## src/rtl/uart_rx_frame_controller_if.sv

```systemverilog
// ============================================================================
// uart_rx_frame_controller_if : byte-in / frame-out bundle for the frame controller
// Revision 1.0
// ============================================================================
`default_nettype none

interface uart_rx_frame_controller_if #(
  parameter int LEN_W  = 5,
  parameter int ADDR_W = 4
);
  logic              rx_done;
  logic [7:0]        rx_data;
  logic              frm_valid;
  logic              frm_ready;
  logic [LEN_W-1:0]  frm_len;
  logic [ADDR_W-1:0] rd_addr;
  logic [7:0]        rd_data;

  modport master (
    output rx_done, rx_data, frm_ready, rd_addr,
    input  frm_valid, frm_len, rd_data
  );

  modport slave (
    input  rx_done, rx_data, frm_ready, rd_addr,
    output frm_valid, frm_len, rd_data
  );
endinterface

`default_nettype wire

```

## src/rtl/uart_rx_frame_controller.sv

```systemverilog
// ============================================================================
// uart_rx_frame_controller : frames SYNC/LEN/payload/CHK bytes into a held packet
// Revision 1.0
// ============================================================================
`default_nettype none

module uart_rx_frame_controller #(
  parameter logic [7:0] SYNC_BYTE     = 8'hA5,
  parameter int         MAX_LEN       = 16,
  parameter int         LEN_W         = 5,
  parameter int         ADDR_W        = 4,
  parameter int         TIMEOUT_TICKS = 2560
) (
  input  wire logic                 clk_i,
  input  wire logic                 rst_ni,
  input  wire logic                 s_tick_i,
  uart_rx_frame_controller_if.slave bus,
  output logic                      busy_o,
  output logic                      err_chk_o,
  output logic                      err_len_o,
  output logic                      err_timeout_o,
  output logic                      err_ovr_o
);

  localparam logic [15:0] C_TMO_LAST = 16'(TIMEOUT_TICKS - 1);
  localparam logic [7:0]  C_MAX_LEN  = 8'(MAX_LEN);

  typedef enum logic [2:0] {
    S_IDLE    = 3'd0,
    S_LEN     = 3'd1,
    S_PAYLOAD = 3'd2,
    S_CHK     = 3'd3,
    S_HOLD    = 3'd4
  } state_t;

  state_t           state_q;
  logic [LEN_W-1:0] len_q;
  logic [LEN_W-1:0] idx_q;
  logic [LEN_W-1:0] frm_len_q;
  logic [7:0]       chk_q;
  logic [15:0]      tmo_q;
  logic             frm_valid_q;
  logic             busy_q;
  logic             err_chk_q;
  logic             err_len_q;
  logic             err_timeout_q;
  logic             err_ovr_q;
  logic [7:0]       buf_q [2**ADDR_W];

  always_ff @(posedge clk_i or negedge rst_ni) begin
    if (!rst_ni) begin
      state_q       <= S_IDLE;
      len_q         <= '0;
      idx_q         <= '0;
      frm_len_q     <= '0;
      chk_q         <= '0;
      tmo_q         <= '0;
      frm_valid_q   <= 1'b0;
      busy_q        <= 1'b0;
      err_chk_q     <= 1'b0;
      err_len_q     <= 1'b0;
      err_timeout_q <= 1'b0;
      err_ovr_q     <= 1'b0;
    end else begin
      err_chk_q     <= 1'b0;
      err_len_q     <= 1'b0;
      err_timeout_q <= 1'b0;
      err_ovr_q     <= 1'b0;
      case (state_q)
        S_IDLE: begin
          if (bus.rx_done && bus.rx_data == SYNC_BYTE) begin
            state_q <= S_LEN;
            busy_q  <= 1'b1;
            tmo_q   <= '0;
          end
        end
        S_LEN, S_PAYLOAD, S_CHK: begin
          // A byte arriving on the expiry tick takes priority over the timeout
          if (bus.rx_done) begin
            tmo_q <= '0;
            if (state_q == S_LEN) begin
              if (bus.rx_data == 8'h00 || bus.rx_data > C_MAX_LEN) begin
                err_len_q <= 1'b1;
                state_q   <= S_IDLE;
                busy_q    <= 1'b0;
              end else begin
                len_q   <= bus.rx_data[LEN_W-1:0];
                chk_q   <= bus.rx_data;
                idx_q   <= '0;
                state_q <= S_PAYLOAD;
              end
            end else if (state_q == S_PAYLOAD) begin
              chk_q <= chk_q ^ bus.rx_data;
              idx_q <= idx_q + LEN_W'(1);
              if (idx_q == len_q - LEN_W'(1)) begin
                state_q <= S_CHK;
              end
            end else begin
              if (bus.rx_data == chk_q) begin
                state_q     <= S_HOLD;
                frm_valid_q <= 1'b1;
                frm_len_q   <= len_q;
              end else begin
                err_chk_q <= 1'b1;
                state_q   <= S_IDLE;
                busy_q    <= 1'b0;
              end
            end
          end else if (s_tick_i) begin
            if (tmo_q == C_TMO_LAST) begin
              err_timeout_q <= 1'b1;
              state_q       <= S_IDLE;
              busy_q        <= 1'b0;
            end else begin
              tmo_q <= tmo_q + 16'd1;
            end
          end
        end
        S_HOLD: begin
          if (bus.rx_done) begin
            err_ovr_q <= 1'b1;
          end
          if (frm_valid_q && bus.frm_ready) begin
            frm_valid_q <= 1'b0;
            busy_q      <= 1'b0;
            state_q     <= S_IDLE;
          end
        end
        default: begin
          state_q     <= S_IDLE;
          busy_q      <= 1'b0;
          frm_valid_q <= 1'b0;
        end
      endcase
    end
  end

  // Payload storage is deliberately left unreset; only the FSM guards its validity
  always_ff @(posedge clk_i) begin
    if (state_q == S_PAYLOAD && bus.rx_done) begin
      buf_q[idx_q[ADDR_W-1:0]] <= bus.rx_data;
    end
  end

  assign bus.frm_valid = frm_valid_q;
  assign bus.frm_len   = frm_len_q;
  assign bus.rd_data   = buf_q[bus.rd_addr];
  assign busy_o        = busy_q;
  assign err_chk_o     = err_chk_q;
  assign err_len_o     = err_len_q;
  assign err_timeout_o = err_timeout_q;
  assign err_ovr_o     = err_ovr_q;

endmodule

`default_nettype wire

```

## src/flat_wrapper.sv

```systemverilog
// flat-port wrapper written by rule: the top's interface ports become plain ports
module uart_rx_frame_controller_flat 
#(
  parameter logic [7:0] SYNC_BYTE     = 8'hA5,
  parameter int         MAX_LEN       = 16,
  parameter int         LEN_W         = 5,
  parameter int         ADDR_W        = 4,
  parameter int         TIMEOUT_TICKS = 2560
)
  (clk_i, rst_ni, s_tick_i, busy_o, err_chk_o, err_len_o, err_timeout_o, err_ovr_o, bus_rx_done, bus_rx_data, bus_frm_ready, bus_rd_addr, bus_frm_valid, bus_frm_len, bus_rd_data);
  uart_rx_frame_controller_if #(.LEN_W(LEN_W), .ADDR_W(ADDR_W)) bus_i ();
  input  wire logic clk_i;
  input  wire logic rst_ni;
  input  wire logic s_tick_i;
  output logic busy_o;
  output logic err_chk_o;
  output logic err_len_o;
  output logic err_timeout_o;
  output logic err_ovr_o;
  input wire logic [$bits(bus_i.rx_done)-1:0] bus_rx_done;
  input wire logic [$bits(bus_i.rx_data)-1:0] bus_rx_data;
  input wire logic [$bits(bus_i.frm_ready)-1:0] bus_frm_ready;
  input wire logic [$bits(bus_i.rd_addr)-1:0] bus_rd_addr;
  output wire logic [$bits(bus_i.frm_valid)-1:0] bus_frm_valid;
  output wire logic [$bits(bus_i.frm_len)-1:0] bus_frm_len;
  output wire logic [$bits(bus_i.rd_data)-1:0] bus_rd_data;
  assign bus_i.rx_done = bus_rx_done;
  assign bus_i.rx_data = bus_rx_data;
  assign bus_i.frm_ready = bus_frm_ready;
  assign bus_i.rd_addr = bus_rd_addr;
  assign bus_frm_valid = bus_i.frm_valid;
  assign bus_frm_len = bus_i.frm_len;
  assign bus_rd_data = bus_i.rd_data;
  uart_rx_frame_controller #(.SYNC_BYTE(SYNC_BYTE), .MAX_LEN(MAX_LEN), .LEN_W(LEN_W), .ADDR_W(ADDR_W), .TIMEOUT_TICKS(TIMEOUT_TICKS)) u_core (.clk_i(clk_i), .rst_ni(rst_ni), .s_tick_i(s_tick_i), .bus(bus_i), .busy_o(busy_o), .err_chk_o(err_chk_o), .err_len_o(err_len_o), .err_timeout_o(err_timeout_o), .err_ovr_o(err_ovr_o));
endmodule
```

## config.mk

```make
export PLATFORM = sky130hd
export DESIGN_NAME = uart_rx_frame_controller_flat
export DESIGN_NICKNAME = d
export VERILOG_FILES = /design/src/rtl/uart_rx_frame_controller_if.sv /design/src/rtl/uart_rx_frame_controller.sv /design/src/flat_wrapper.sv
export SDC_FILE = /design/constraint.sdc
export NUM_CORES = 1
export LEC_CHECK = 0
export BUFFER_PORTS_ARGS = -buffer_cell sky130_fd_sc_hd__buf_2
export CORE_ASPECT_RATIO = 0.75
export CORE_MARGIN = 2
export CORE_UTILIZATION = 40
export CTS_BUF_LIST = sky130_fd_sc_hd__clkbuf_16
export CTS_CLUSTER_DIAMETER = 30
export DETAILED_ROUTE_END_ITERATION = 10
export PLACE_DENSITY = 0.63
export SLEW_MARGIN = 15
export SYNTH_ARGS = -nofsm -noshare
export SYNTH_HDL_FRONTEND = slang
export SYNTH_SLANG_ARGS = --single-unit
```

## constraint.sdc

```tcl
create_clock -name clk_i -period 3.79 [get_ports clk_i]
set_input_delay 0.1895 -clock clk_i [delete_from_list [all_inputs] [get_ports clk_i]]
set_output_delay 0.1895 -clock clk_i [all_outputs]
set_load 0.02 [all_outputs]
```

==> impl_metrics.toml <==
[placed_design]
place_ws_ns = 1.34
port_buffers = 35
dpl_cell_area_um2 = 8060
hpwl_mm = 10.4
place.gp.congestion = 0.909

[drt]
first_pass_iters = 5
viasPerCell = 5.60
drtAntennaViolNets = 0
drc = 0
drt_iter0_drc = 502
avgRoutedWirePerCell_um = 20.6
vias = 4424
drt_wl_total_mm = 16.2

[floorplan]
start_util_pct = 40.8
rows = 43
die_width_um = 163
die_h_um = 123
die-area_um2 = 20000
io_pins = 36
core_um2 = 18500

[logic_synthesis]
synth_ff_type = "edfxtp_1"
synth.most_common_cell = "edfxtp_1"
synth_warnings = 0
ys_seq_area_share_pct = 66.8
netlist_instances = 480
yosysTopAreaCellShare_pct = 50.9
synth_top_area_cell = "edfxtp_1"
synth.top_cells.by_count = "edfxtp_1 (128), dfrtp_1 (48), nand2_1 (41), mux4_2 (40), nor2_1 (29)"
synthDistinctLibCells = 53
avgSynthCellArea_um2 = 15.7
synthesis.area_um2 = 7550
async_flop_share_pct = 27.3
yosys-top-cells-area = "edfxtp_1 (51%), dfrtp_1 (16%), mux4_2 (12%), nand2_1 (2.0%), xnor2_1 (1.5%)"
synth_edf_count = 128
syn-num-nets = 503
synth-seq-cells = 176

[setup_path]
critPathKind = "reg2reg"
endpoint_kind = "register"
cp.required_ns = 4.16
startpoint = "u_core.state_q[2]"
r2r-start = "u_core.state_q[2]"
startpoint_type = "register"
cp_data_arrival_time_ns = 2.81
crit_fanout = 15

[clock_network]
htree_levels = 4
clkLatencyLatePin_ns = 0.43
cts.path.max_buffers = 2
cts_hold_buf = 1
cts_setup_buffers = 0
cts.sinks = 176
cts_resized = 0
cts_tree = "yes"
path_clk_slew_ns = 0.07
cts_made_buffers = 17
cts_root_buf = "clkbuf_16"

[finish]
drive_gt1_share_pct = 23.6
diodes = 0
fill_cells = 1582
syn2layout_area_growth_pct = 14.2
final_area_um2 = 8620
finalNetCount = 553

[sta]
slew_violations = 0
worst_slack_ns = 1.35
final.setup.tns_ns = 0
finalHoldViolCount = 0
finClkSkew_ns = 0.0144
fin_crit_ns = 2.44
hold_ws_ns = 0.0247
fmax_ghz = 0.409
maxSlewHeadroom_pct = 33.4
rsz0062_at_grt = "false"
period_share_pct = 64.5
worst_pin_slew_ns = 0.993
setup_viol = 0

[pwr]
p_per_area_nw_per_um2 = 505
vdd_drop_max_v = 0.000273
p_total_mw = 4.35
p_leak_nw = 3.07

[worst_hold_path]
hold_start = "s_tick_i"
hp-class = "in2reg"

[run_status]
outcome = "complete, no violations"

[global_route]
grt_max_degree = 49
grt_pass1_wl_mm = 25.7
antenna_found_initial = 0
grt_overflow_total = 0
grt_use_total_pct = 17.7
global_route.usage.met1_pct = 26.3
use_met2_pct = 26.3
grt_pass1_vias = 4414
use_met3_pct = 4.13
busiest_layer = "met1"

[run]
drv_cap = 0
==> metrics by stage <==
stage,util [%],std cells
2_1_floorplan,-,480
3_3_place_gp,43.6,757
3_5_place_dp,43.6,757
4_1_cts,46.6,790
5_1_grt,46.6,790
6_report,46.6,790
==> cell type report <==
| cell class | count | area [µm²] | share of cell area, % |
|---|---|---|---|
| inverter | 11 | 41.3 | 0.479 |
| clock buffer | 17 | 425 | 4.93 |
| tap | 247 | 309 | 3.58 |
| multi-input combinational | 273 | 2380 | 27.6 |
| clock inverter | 15 | 123 | 1.42 |
| timing repair buffer | 51 | 300 | 3.48 |
| sequential | 176 | 5040 | 58.5 |
==> cells in the final DEF, fill, tap and decap left out, drive strengths merged, types with 2 or more instances in the layout <==
cell,instances
nor2b,4
mux2,10
o31ai,5
inv,21
xnor2,13
nor4b,3
nor2,30
xor2,10
nor3,10
a31oi,11
a21oi,10
and3,4
nand3b,2
o31a,3
buf,50
or2,2
ha,6
clkinv,4
a31o,4
nand3,9
a41oi,3
nand2b,3
clkbuf,17
nor4,5
mux4,40
nand4,5
o22ai,2
o211ai,2
or3,3
nand4b,2
nand2,42
a21o,2
edfxtp,128
a22o,2
o21ai,17
dfrtp,48
==> logic make-up after synthesis <==
group,count (synthesis),share of synthesized area [%]
adder cells (fa/ha/maj),6,0.994
buffers and inverters,31,1.69
AO/OA/AOI/OAI,66,5.78
multiplexers,51,13.6
AND/OR/NAND/NOR,127,8.50
flip-flops,176,66.8
XOR/XNOR,23,2.67
==> registers in the layout (all words and copies together), names as in the netlist <==
name                  flops
u_core.buf_q            128
u_core.tmo_q             16
u_core.chk_q              8
u_core.bus.frm_len        5
u_core.idx_q              5
u_core.len_q              5
u_core.state_q            3
u_core.bus.frm_valid      1
u_core.busy_o             1
u_core.err_chk_o          1
u_core.err_len_o          1
u_core.err_ovr_o          1
u_core.err_timeout_o      1
==> metal layers <==
metal	wire length [µm]	vias to the layer above
met5	0	-
met4	160	0
met3	991	16
met2	7320	155
met1	7770	2280
li1	-	1973
==> worst paths after layout <==
kind,slack [ns],cells past startpoint,endpoint
worst max register to register,1.35,5,u_core.idx_q[4]
worst min register to register,0.50,1,u_core.bus.frm_len[4]
worst max-delay path,1.35,5,u_core.idx_q[4]
worst min-delay path,0.02,2,u_core.err_timeout_o
min in group asynchronous,0.31,2,u_core.tmo_q[11]
max in group asynchronous,3.05,2,u_core.chk_q[7]
==> power by group <==
group	internal, mW	switching, mW
sequential	2.15	0.0965
combinational	0.208	0.268
clock	0.861	0.770
total	3.22	1.13
==> critical path, stage by stage, from the launching register on <==
cell and delay, ns:
dfrtp_1 0.52, nand2b_1 0.23, or3_1 0.35, o21ai_1 0.79, nor4b_1 0.34, o21a_1 0.15
(Power assumes the default switching activity.)
